--- src/rtl/vpcie_pkg.sv ---
// Shared types for the virtual PCIe message queue: FSM state encoding and the
// header entry that is buffered per message.
package vpcie_pkg;

   // Widest address/payload a header entry can carry; narrower ports zero-extend.
   localparam int unsigned MSG_ADDR_W = 64;
   localparam int unsigned MSG_DATA_W = 64;

   typedef enum logic [1:0] {
      StIdle   = 2'd0,
      StActive = 2'd1,
      StFlush  = 2'd2
   } state_e;

   typedef struct packed {
      logic [7:0]            op;
      logic [7:0]            bar;
      logic [7:0]            width;
      logic [MSG_ADDR_W-1:0] addr;
      logic [15:0]           size;
      logic [MSG_DATA_W-1:0] data;
   } msg_hdr_t;

   localparam int unsigned MSG_HDR_W = $bits(msg_hdr_t);

endpackage

--- src/rtl/vpcie_sync_fifo.sv ---
// Single-clock FIFO with registered storage, synchronous clear and occupancy.
// A push while full is accepted only if a pop happens in the same cycle.
module vpcie_sync_fifo #(
   parameter int unsigned WIDTH = 8,
   parameter int unsigned DEPTH = 8
) (
   input  logic                       clk,
   input  logic                       rst,
   input  logic                       clr,
   input  logic                       push,
   input  logic [WIDTH-1:0]           wdata,
   input  logic                       pop,
   output logic [WIDTH-1:0]           rdata,
   output logic                       full,
   output logic                       empty,
   output logic [$clog2(DEPTH):0]     level
);

   localparam int unsigned AW = $clog2(DEPTH);
   localparam int unsigned LW = AW + 1;

   logic [WIDTH-1:0] mem [DEPTH];
   logic [AW-1:0]    wr_ptr_q, rd_ptr_q;
   logic [LW-1:0]    cnt_q;
   logic             do_push, do_pop;

   assign empty   = (cnt_q == '0);
   assign full    = (cnt_q == LW'(DEPTH));
   assign level   = cnt_q;
   assign rdata   = mem[rd_ptr_q];
   assign do_pop  = pop & ~empty;
   assign do_push = push & (~full | do_pop);

   always_ff @(posedge clk) begin
      if (rst || clr) begin
         wr_ptr_q <= '0;
         rd_ptr_q <= '0;
         cnt_q    <= '0;
      end else begin
         if (do_push) wr_ptr_q <= wr_ptr_q + AW'(1);
         if (do_pop)  rd_ptr_q <= rd_ptr_q + AW'(1);
         unique case ({do_push, do_pop})
            2'b10:   cnt_q <= cnt_q + LW'(1);
            2'b01:   cnt_q <= cnt_q - LW'(1);
            default: cnt_q <= cnt_q;
         endcase
      end
   end

   // Storage needs no reset; pointers and count define validity.
   always_ff @(posedge clk) begin
      if (do_push) mem[wr_ptr_q] <= wdata;
   end

endmodule

--- src/rtl/vpcie_msg_queue.sv ---
// Buffers simulator-side PCIe request headers, routes the head entry to the
// channel selected by its BAR, and returns credits for consumed entries.
module vpcie_msg_queue
   import vpcie_pkg::*;
#(
   parameter int unsigned DEPTH  = 8,
   parameter int unsigned NUM_CH = 4,
   parameter int unsigned ADDR_W = 64,
   parameter int unsigned DATA_W = 32
) (
   input  logic                      clk,
   input  logic                      rst,
   input  logic                      connected,
   input  logic                      new_msg,
   input  logic [7:0]                op,
   input  logic [7:0]                bar,
   input  logic [7:0]                width,
   input  logic [ADDR_W-1:0]         addr,
   input  logic [15:0]               size,
   input  logic [DATA_W-1:0]         word_data,
   output logic [NUM_CH-1:0]         out_valid,
   input  logic [NUM_CH-1:0]         out_ready,
   output logic [7:0]                out_op,
   output logic [7:0]                out_width,
   output logic [ADDR_W-1:0]         out_addr,
   output logic [15:0]               out_size,
   output logic [DATA_W-1:0]         out_data,
   output logic                      credit_token,
   output logic                      running,
   output logic                      overflow,
   output logic                      bad_bar,
   output logic [$clog2(DEPTH):0]    level
);

   localparam int unsigned LW = $clog2(DEPTH) + 1;
   localparam int unsigned CW = LW + 1;

   state_e               state_q, state_d;
   msg_hdr_t             hdr_in, head;
   logic [MSG_HDR_W-1:0] fifo_rdata;
   logic                 fifo_full, fifo_empty;
   logic [LW-1:0]        fifo_level;
   logic                 active, flush;
   logic                 head_bar_ok, discard, pop, push_req, push_acc;
   logic [LW-1:0]        pending_q, pending_d;
   logic [CW-1:0]        lvl_nxt, sum, cap;
   logic                 overflow_q, bad_bar_q;

   assign active = (state_q == StActive);
   assign flush  = (state_q == StFlush);

   always_comb begin
      hdr_in       = '0;
      hdr_in.op    = op;
      hdr_in.bar   = bar;
      hdr_in.width = width;
      hdr_in.addr  = MSG_ADDR_W'(addr);
      hdr_in.size  = size;
      hdr_in.data  = MSG_DATA_W'(word_data);
   end

   vpcie_sync_fifo #(
      .WIDTH (MSG_HDR_W),
      .DEPTH (DEPTH)
   ) u_fifo (
      .clk   (clk),
      .rst   (rst),
      .clr   (flush),
      .push  (push_acc),
      .wdata (hdr_in),
      .pop   (pop),
      .rdata (fifo_rdata),
      .full  (fifo_full),
      .empty (fifo_empty),
      .level (fifo_level)
   );

   assign head        = msg_hdr_t'(fifo_rdata);
   assign head_bar_ok = (32'(head.bar) < NUM_CH);
   assign discard     = active & ~fifo_empty & ~head_bar_ok;

   always_comb begin
      out_valid = '0;
      for (int i = 0; i < NUM_CH; i++) begin
         out_valid[i] = active & ~fifo_empty & head_bar_ok & (head.bar == 8'(i));
      end
   end

   assign pop      = (|(out_valid & out_ready)) | discard;
   assign push_req = active & new_msg;
   assign push_acc = push_req & (~fifo_full | pop);

   // Storage is not reset, so head fields are forced to zero when empty.
   assign out_op    = fifo_empty ? '0 : head.op;
   assign out_width = fifo_empty ? '0 : head.width;
   assign out_addr  = fifo_empty ? '0 : head.addr[ADDR_W-1:0];
   assign out_size  = fifo_empty ? '0 : head.size;
   assign out_data  = fifo_empty ? '0 : head.data[DATA_W-1:0];

   assign credit_token = active & (pending_q != '0);
   assign running      = active;
   assign overflow     = overflow_q;
   assign bad_bar      = bad_bar_q;
   assign level        = fifo_level;

   always_comb begin
      state_d = state_q;
      unique case (state_q)
         StIdle:   if (connected) state_d = StActive;
         StActive: if (!connected) state_d = StFlush;
         StFlush:  state_d = StIdle;
         default:  state_d = StIdle;
      endcase
   end

   // Credits are capped at the free slots left after this cycle, so a push that
   // reuses a slot freed in the same cycle consumes that slot's credit.
   always_comb begin
      lvl_nxt   = CW'(fifo_level) + CW'(push_acc) - CW'(pop);
      sum       = CW'(pending_q) + CW'(pop) - CW'(credit_token);
      cap       = CW'(DEPTH) - lvl_nxt;
      pending_d = pending_q;
      if (flush) begin
         pending_d = LW'(DEPTH);
      end else if (sum > cap) begin
         pending_d = LW'(cap);
      end else begin
         pending_d = LW'(sum);
      end
   end

   always_ff @(posedge clk) begin
      if (rst) begin
         state_q    <= StIdle;
         pending_q  <= LW'(DEPTH);
         overflow_q <= 1'b0;
         bad_bar_q  <= 1'b0;
      end else begin
         state_q   <= state_d;
         pending_q <= pending_d;
         if (flush) begin
            overflow_q <= 1'b0;
            bad_bar_q  <= 1'b0;
         end else begin
            if (push_req && fifo_full && !pop) overflow_q <= 1'b1;
            if (discard) bad_bar_q <= 1'b1;
         end
      end
   end

endmodule

--- config.mk ---
export PLATFORM = sky130hd
export DESIGN_NAME = vpcie_msg_queue
export DESIGN_NICKNAME = d
export VERILOG_FILES = /design/src/rtl/vpcie_pkg.sv /design/src/rtl/vpcie_sync_fifo.sv /design/src/rtl/vpcie_msg_queue.sv
export SDC_FILE = /design/constraint.sdc
export NUM_CORES = 1
export LEC_CHECK = 0
export CORE_UTILIZATION = 54
export CTS_CLUSTER_DIAMETER = 30
export DETAILED_ROUTE_END_ITERATION = 16
export PLACE_DENSITY_LB_ADDON = 0.12
export SETUP_SLACK_MARGIN = 0.02
export SYNTH_ARGS = -nofsm -noshare
export SYNTH_HDL_FRONTEND = slang
export SYNTH_SLANG_ARGS = --single-unit
export TNS_END_PERCENT = 1
--- constraint.sdc ---
create_clock -name clk -period 38.8 [get_ports clk]
set_input_delay 3.88 -clock clk [delete_from_list [all_inputs] [get_ports clk]]
set_output_delay 3.88 -clock clk [all_outputs]
set_load 0.03 [all_outputs]
==> flow_summary.yaml, run 1 <==
grt:
  globalRouteOverflowTotal: 0
  grt_pass1_vias: 21540
  grt_first_pass_wirelength_um: 132600
  grt_usage_pct: 22.92
  antenna_found_initial: 11
  grt_start_max_net_pins: 137
sta:
  setup-tns-final_ns: 0
  relSlewSlack_pct: 22.44
  rsz0062_at_grt: "false"
  finalClockSkew_ns: 0.02624
  setup_ws_ns: 29.99
  setup-violations-final: 0
  period_needed_ns: 8.807
  slew_viol_final: 0
  fmax_mhz: 113.5
  post-route-period-util_pct: 22.70
  hold_viol_final: 0
  tightest_slew_ns: 1.163
finish:
  nets: 2489
  fillers: 4973
  final_common_cell: "edfxtp_1"
  layout.cells.non_filler: 3528
  drive_gt1_share_pct: 25.71
  final_cell_mix: "edfxtp_1, clkdlybuf4s50_1, mux4_2"
  area.growth.synth_to_final_pct: 25.28
pwr:
  p_switching_w: 0.0006704
  clockPowerShare_pct: 53.1
  combPwrFrac_pct: 4.8
  ir_drop_mv: 0.04611
  p_sw_share_pct: 21.29
  power.leakage_nw: 16.60
  seqPwrFrac_pct: 42.2
  power.internal_w: 0.002479
  power_density_nw_per_um2: 59.34
routing:
  drt_iter0_drc: 1394
  vias_per_cell: 5.711
  routed_wl_um: 89090
  drcViolationCount: 0
  wl_per_cell_um: 25.25
  drt_first_pass_iters: 5
  ant_nets: 0
  vias: 20150
clock_network:
  clock_sinks: 1109
  holdBufCountCts: 0
  cts_tree: "done"
  cts_inserted_buffers: 185
  post_cts_resized: 0
  path_clk_slew_ns: 0.06
  worstSkewPairLatency_ns: 0.74
  post-cts-setup-buffers: 0
  h-tree-depth: 4
  clockBufferDepth: 3
  cts_root_buffer: "clkbuf_16"
synthesis:
  synth_edf_count: 1088
  syn-instance-count: 1906
  synth_area_sq_um: 42360
  yosysSeqAreaShare_pct: 78.13
  synth-seq-cells: 1109
  yosysWarnings: 0
  synth_area_per_cell_sq_um: 22.22
  synthDistinctLibCells: 45
  synthesis.nets: 2074
  synthArstFlopShare_pct: 0
  ys.flop_type: "edfxtp_1"
place:
  post-place-cells: 3174
  portBuffers: 283
  place_congestion: 0.7408
  pre_cts_ws_ns: 30.58
  dpl.hpwl_um: 45640
hold_path:
  min_path_type: "flop to flop"
  hold_start: "bad_bar"
floorplanning:
  initial_utilization_pct: 54.59
  die_h_um: 282.1
  dieArea_sq_um: 79560
  rows: 102
  die_w_um: 282.1
  io_pins: 284
  core-area_sq_um: 77590
job:
  cap_violations: 0
worst_setup_path:
  worstSetupStartpointType: "flop"
  cp.arrival_ns: 4.93
  crit_required_ns: 34.92
  endpoint_kind: "primary output"
  critPathMaxFanout: 49
  worstSetupPathType: "flop to primary output"
run_status:
  outcome: "complete, no violations"
-- through the flow --
step	hold WS [ns]	instance area, sq um	total power (W)	util [%]
3_5_place_dp	0.4751	46480	0.001503	59.91
2_1_floorplan	0.4308	42360	0.001438	-
5_1_grt	0.4933	53060	0.003241	68.39
6_report	0.4781	53060	0.003149	68.39
3_3_place_gp	0.4481	46480	0.001499	59.91
4_1_cts	0.4871	53060	0.003175	68.38
-- flip-flops by register name (all words and copies together) (netlist names), named ones only --
name             count
u_fifo.mem        1088
pending_q            4
u_fifo.level         4
u_fifo.rd_ptr_q      3
u_fifo.wr_ptr_q      3
state_q              2
bad_bar              1
overflow             1
-- worst max-delay path, stage by stage, from the launching register on --
cell	delay [ns]
dfxtp_4	0.75
buf_4	0.86
buf_4	0.92
mux4_2	0.61
mux2i_1	0.20
nor2_1	0.09
clkdlybuf4s50_1	0.66
-- worst paths after layout --
check	to	cells past startpoint	slack, ns
max	out_data[11]	6	29.99
max reg2reg	u_fifo.mem[3][42]	10	33.08
min	bad_bar	2	0.48
min reg2reg	bad_bar	2	0.48
-- cells by family after synthesis --
kind of cell | count (synthesis) | synth area share (%)
AOI/OAI and AO/OA | 36 | 0.5938
adders and majority gates | 24 | 0.7621
xor gates and xnor gates | 9 | 0.1861
and+or+nand+nor | 215 | 2.180
muxes | 394 | 17.01
buffers and inverters | 119 | 1.137
DFF | 1109 | 78.13
-- cells in the mapped netlist (2+ instances only) --
cell,number,area share (%)
a21oi_1,17,0.20
nor2_1,155,1.4
a211oi_1,2,0.035
inv_1,27,0.24
nor3b_1,6,0.11
nor3_1,8,0.095
mux2_2,4,0.11
xnor2_1,4,0.083
o21ai_0,4,0.047
a21o_1,3,0.053
nand2b_1,5,0.074
or4_1,2,0.035
edfxtp_1,1088,77
nor2b_1,2,0.030
dfxtp_1,21,0.99
and3_1,3,0.044
nor4_1,6,0.089
buf_2,20,0.24
fa_1,3,0.14
xor2_1,5,0.10
mux2i_1,129,3.0
and2_1,3,0.044
buf_1,21,0.19
or3_1,2,0.030
nand2_1,14,0.12
nand3_1,5,0.059
clkbuf_1,49,0.43
o21a_1,2,0.035
ha_1,21,0.62
mux4_2,260,14
-- per-layer routing --
| layer | part of all wire [%] | wire [um] | GRT usage [%] |
|---|---|---|---|
| met1 | 40 | 36060 | 29.26 |
| met2 | 52 | 46370 | 39.30 |
| met3 | 5.6 | 4982 | 5.179 |
| met4 | 1.8 | 1571 | 7.051 |
| met5 | 0.12 | 105 | 0 |
-- power by group through the flow --
| stage | Clock (W) | Combinational, W | Sequential, W |
|---|---|---|---|
| after detailed placement | 0 | 0.000151 | 0.00135 |
| after floorplan | 0 | 0.0000850 | 0.00135 |
| after CTS | 0.00169 | 0.000152 | 0.00133 |
| after global routing | 0.00175 | 0.000164 | 0.00133 |
| after global placement | 0 | 0.000148 | 0.00135 |
| final | 0.00167 | 0.000150 | 0.00133 |
-- cell type report --
type,count,area [sq um],area share [%]
Clock buffer,203,4782,9.012
Timing Repair Buffer,319,3141,5.918
Inverter,28,107.6,0.2028
Antenna cell,3,7.507,0.01415
Multi-Input combinational cell,678,8831,16.64
Tap cell,1040,1301,2.452
Clock inverter,148,1790,3.374
Sequential cell,1109,33100,62.38
Power figures use the tool's default switching activity.
==> inputs of run 2 (changes only) <==
==> constraint.sdc (replaced) <==
create_clock -name clk -period 8.85 [get_ports clk]
set_input_delay 0.885 -clock clk [delete_from_list [all_inputs] [get_ports clk]]
set_output_delay 0.885 -clock clk [all_outputs]
set_load 0.03 [all_outputs]
==> run 2 against run 1 <==
Wire length shrank 0.47%; sequential power grew to 4.4 times the previous value; first-iteration DRC count shrank 4.2%; flip-flop and latch count is the same; global-route usage grew 0.080 points; cell area is essentially flat; clock power grew to 4.4 times the previous value; die area is the same; power grew to 4.4 times the previous value; combinational power grew to 4.4 times the previous value; register-to-register slack lost 30 ns; critical path type unchanged.
==> flow_summary.yaml, run 2 (synthesis gave the netlist of run 1 again) <==
run_status:
  outcome: "complete, no violations"
sta:
  setup_ws_ns: 3.044
  finalClockSkew_ns: 0.03253
  tightest_slew_ns: 1.100
  slew_viol_final: 0
  setup-violations-final: 0
  hold_viol_final: 0
  post-route-period-util_pct: 65.60
  fmax_mhz: 172.2
  fin_hold_ws_ns: 0.4882
  period_needed_ns: 5.806
  relSlewSlack_pct: 26.69
  rsz0062_at_grt: "false"
clock_network:
  path_clk_slew_ns: 0.05
  cts_tree: "done"
  clock_sinks: 1109
  holdBufCountCts: 0
  post_cts_resized: 0
  h-tree-depth: 4
  post-cts-setup-buffers: 0
  worstSkewPairLatency_ns: 0.74
  cts_root_buffer: "clkbuf_16"
  cts_inserted_buffers: 188
  clockBufferDepth: 3
routing:
  drt_iter0_drc: 1335
  vias_per_cell: 5.720
  routed_wl_um: 88670
  wl_per_cell_um: 25.15
  drt_first_pass_iters: 5
  vias: 20170
  ant_nets: 0
  drcViolationCount: 0
floorplanning:
  die_w_um: 282.1
  io_pins: 284
  rows: 102
  core-area_sq_um: 77590
  initial_utilization_pct: 54.59
  die_h_um: 282.1
  dieArea_sq_um: 79560
worst_setup_path:
  critPathMaxFanout: 139
  worstSetupPathType: "flop to primary output"
  worstSetupStartpointType: "flop"
  endpoint_kind: "primary output"
  cp.arrival_ns: 4.92
  crit_required_ns: 7.97
finish:
  ff_latch_area_sq_um: 33100
  final_cell_mix: "edfxtp_1, clkdlybuf4s50_1, mux4_2"
  largest-register: "u_fifo.mem"
  post-route-util_pct: 68.42
  largest_reg_flops: 1088
  nets: 2487
  layout.cells.non_filler: 3526
  fillers: 4979
  final_common_cell: "edfxtp_1"
  drive_gt1_share_pct: 25.40
  area.growth.synth_to_final_pct: 25.34
  multi_input_area_sq_um: 8837
job:
  cap_violations: 0
grt:
  grt_usage_pct: 23.00
  grt_first_pass_wirelength_um: 133400
  antenna_found_initial: 13
  globalRouteOverflowTotal: 0
  grt_start_max_net_pins: 140
  grt_pass1_vias: 21850
pwr:
  fin_total_pwr_w: 0.01381
  power_density_nw_per_um2: 260.2
  ir_drop_mv: 0.2169
  power.leakage_nw: 16.58
place:
  pre_cts_ws_ns: 3.203
  place_congestion: 0.7515
  portBuffers: 283
  dpl.hpwl_um: 44950
  post-place-cells: 3169
hold_path:
  min_path_type: "flop to flop"
run 2: cell types whose count changed in the layout (fill, tap and decap cells not counted), sizes merged:
cell,delta
diode,-1
clkbuf,+6
bufinv,-1
clkinvlp,-1
buf,-5
run 2: critical path, stage by stage, from the launching register on:
cell and delay (ns):
dfxtp_4 0.86, buf_12 0.73, buf_4 0.95, mux4_2 0.38, mux2i_1 0.08, nor2_1 0.29
clkdlybuf4s50_1 0.74
run 2: final cells by class:
class | instances | share of cell area, %
sequential | 1109 | 62.35
multi-input combinational | 678 | 16.65
clock buffer | 209 | 9.050
timing repair buffer | 314 | 5.939
clock inverter | 146 | 3.351
tap | 1040 | 2.451
inverter | 28 | 0.2027
antenna | 2 | 0.009427
run 2: per-layer routing:
layer  part of all wire, %  track usage (%)
met5                  0.15                0
met4                   1.9            7.414
met3                   5.5            5.344
met2                    52            38.80
met1                    41            29.73
run 2: worst paths after layout:
check,start,endpoint,slack [ns],cells past startpoint
worst max-delay path,flop,out_op[2],3.04,6
worst max register to register,flop,pending_q[3],3.28,18
worst min register to register,state_q[1],state_q[0],0.49,1
worst min-delay path,state_q[1],state_q[0],0.49,1
run 2: report_power, final:
group / internal (W) / switching, W / total, W
clock: 0.00476 / 0.00257 / 0.00732
sequential: 0.00581 / 0.0000144 / 0.00583
combinational: 0.000281 / 0.000384 / 0.000664
run 2: stage by stage:
step | setup TNS, ns | instance area (sq um)
final | 0 | 53090
after CTS | 0 | 53090
after global placement | 0 | 46500
after floorplan | -2551.27 | 42360
after global routing | 0 | 53090
after detailed placement | 0 | 46500
==> inputs of run 3 (changes only) <==
==> constraint.sdc (replaced) <==
create_clock -name clk -period 5.8 [get_ports clk]
set_input_delay 0.58 -clock clk [delete_from_list [all_inputs] [get_ports clk]]
set_output_delay 0.58 -clock clk [all_outputs]
set_load 0.03 [all_outputs]
==> run 3 against run 2 <==
Cell area is 0.69% higher; critical path depth stayed put; cell count is 0.31% higher; worst setup slack worse by 2.3 ns; clock skew is 0.0013 ns lower; highest routed layer unchanged.
==> flow_summary.yaml, run 3 (synthesis gave the netlist of run 1 again) <==
grt:
  grt_start_max_net_pins: 99
  grt_usage_pct: 23.25
  antenna_found_initial: 14
  grt_pass1_vias: 22070
  globalRouteOverflowTotal: 0
  grt_first_pass_wirelength_um: 134400
worst_setup_path:
  cp.arrival_ns: 4.49
  r2r_end: "pending_q[2]"
  critPathMaxFanout: 64
  endpoint_kind: "primary output"
  worstSetupStartpointType: "flop"
  path_buf_inv: 3
  r2r_setup_slack_ns: 0.81
  critical_path.slowest_cell: "buf_4"
  cp_cell_sequence: "buf_12 > buf_4 > mux4_2 > mux2i_1 > nor2_1 > clkdlybuf4s50_1"
  rr_worst_depth: 18
  crit_required_ns: 5.22
  critPathTopFamily: "buffers and inverters"
  worstSetupPathType: "flop to primary output"
  critPathMaxStageDelay_ns: 0.93
hold_path:
  hold_depth: 2
  hold-path-endpoint: "state_q[1]"
  min_path_type: "input port to flop"
  hold_start: "connected"
sta:
  relSlewSlack_pct: 19.16
  tightest_slew_ns: 1.211
  setup-violations-final: 0
  fmax_mhz: 197.2
  slew_viol_final: 0
  rsz0062_at_grt: "false"
  hold_viol_final: 0
  period_needed_ns: 5.070
  setup_ws_ns: 0.7300
  post-route-period-util_pct: 87.41
  fin_hold_ws_ns: 0.4259
  finalClockSkew_ns: 0.03127
floorplanning:
  die_w_um: 282.1
  rows: 102
  core-area_sq_um: 77590
  dieArea_sq_um: 79560
  die_h_um: 282.1
  initial_utilization_pct: 54.59
  io_pins: 284
finish:
  final_common_cell: "edfxtp_1"
  largest-register: "u_fifo.mem"
  final_cell_mix: "edfxtp_1, clkdlybuf4s50_1, mux4_2"
  layout.cells.non_filler: 3537
  area.growth.synth_to_final_pct: 26.20
  fillers: 4878
  largest_reg_flops: 1088
  drive_gt1_share_pct: 25.72
  nets: 2502
clock_network:
  h-tree-depth: 4
  holdBufCountCts: 0
  cts_inserted_buffers: 189
  clock_sinks: 1109
  clockBufferDepth: 3
  post-cts-setup-buffers: 0
  cts_tree: "done"
  worstSkewPairLatency_ns: 0.74
  cts_root_buffer: "clkbuf_16"
  post_cts_resized: 0
  path_clk_slew_ns: 0.05
routing:
  ant_nets: 0
  drcViolationCount: 0
  vias: 20350
  drt_first_pass_iters: 4
  routed_wl_um: 90020
  wl_per_cell_um: 25.45
  vias_per_cell: 5.752
  drt_iter0_drc: 1485
pwr:
  power_density_nw_per_um2: 397.3
  clockPowerShare_pct: 53.3
  p_switching_w: 0.004461
  seqPwrFrac_pct: 41.9
  power.internal_w: 0.01678
  combPwrFrac_pct: 4.8
  p_sw_share_pct: 21.01
  power.leakage_nw: 16.79
  ir_drop_mv: 0.2870
place:
  post-place-cells: 3183
  place_congestion: 0.7586
  pre_cts_ws_ns: 0.9080
  portBuffers: 283
  dpl.hpwl_um: 48290
run_status:
  outcome: "complete, no violations"
job:
  cap_violations: 0
-- run 3: changes by cell type in the layout (fill, tap and decap cells not counted), sizes merged --
cell,before,now
clkinvlp,34,17
buf,31,45
inv,48,55
bufinv,27,31
diode,2,5
-- run 3: layout make-up --
| type | count | area [sq um] | area share (%) |
|---|---|---|---|
| Antenna cell | 5 | 12.51 | 0.02341 |
| Clock buffer | 209 | 4868 | 9.108 |
| Clock inverter | 140 | 1745 | 3.265 |
| Inverter | 28 | 107.6 | 0.2013 |
| Multi-Input combinational cell | 678 | 8871 | 16.60 |
| Sequential cell | 1109 | 33100 | 61.93 |
| Tap cell | 1040 | 1301 | 2.434 |
| Timing Repair Buffer | 328 | 3446 | 6.446 |
-- run 3: layer usage --
metal	wire length [um]	global-route usage, %
met5	114	0
met4	1908	8.138
met3	5005	5.261
met2	46970	39.50
met1	36020	29.63
-- run 3: worst max path at each step --
stage / end / slack [ns] / cells after the start
after floorplan: u_fifo.mem[3][0] / -0.29 / 7
after global placement: pending_q[3] / 1.11 / 18
after detailed placement: pending_q[2] / 0.91 / 18
after CTS: out_data[20] / 0.60 / 6
after global routing: out_data[20] / 0.39 / 6
final: out_data[20] / 0.73 / 6
-- run 3: per-stage QoR --
step                      cell area [sq um]  total power, W  TNS (ns)  util, %
after floorplan                       42450        0.009611   -135.38        -
after global placement                46830         0.01003         0    60.35
after detailed placement              46830         0.01007         0    60.35
after CTS                             53440         0.02141         0    68.87
after global routing                  53460         0.02183         0    68.89
final                                 53460         0.02124         0    68.89
-- run 3: power groups by stage --
stage          clock, W  combinational (W)  sequential (W)
2_1_floorplan         0           0.000571         0.00904
3_3_place_gp          0           0.000998         0.00904
3_5_place_dp          0            0.00103         0.00904
4_1_cts          0.0115            0.00104         0.00889
5_1_grt          0.0118            0.00111         0.00888
6_report         0.0113            0.00103         0.00889
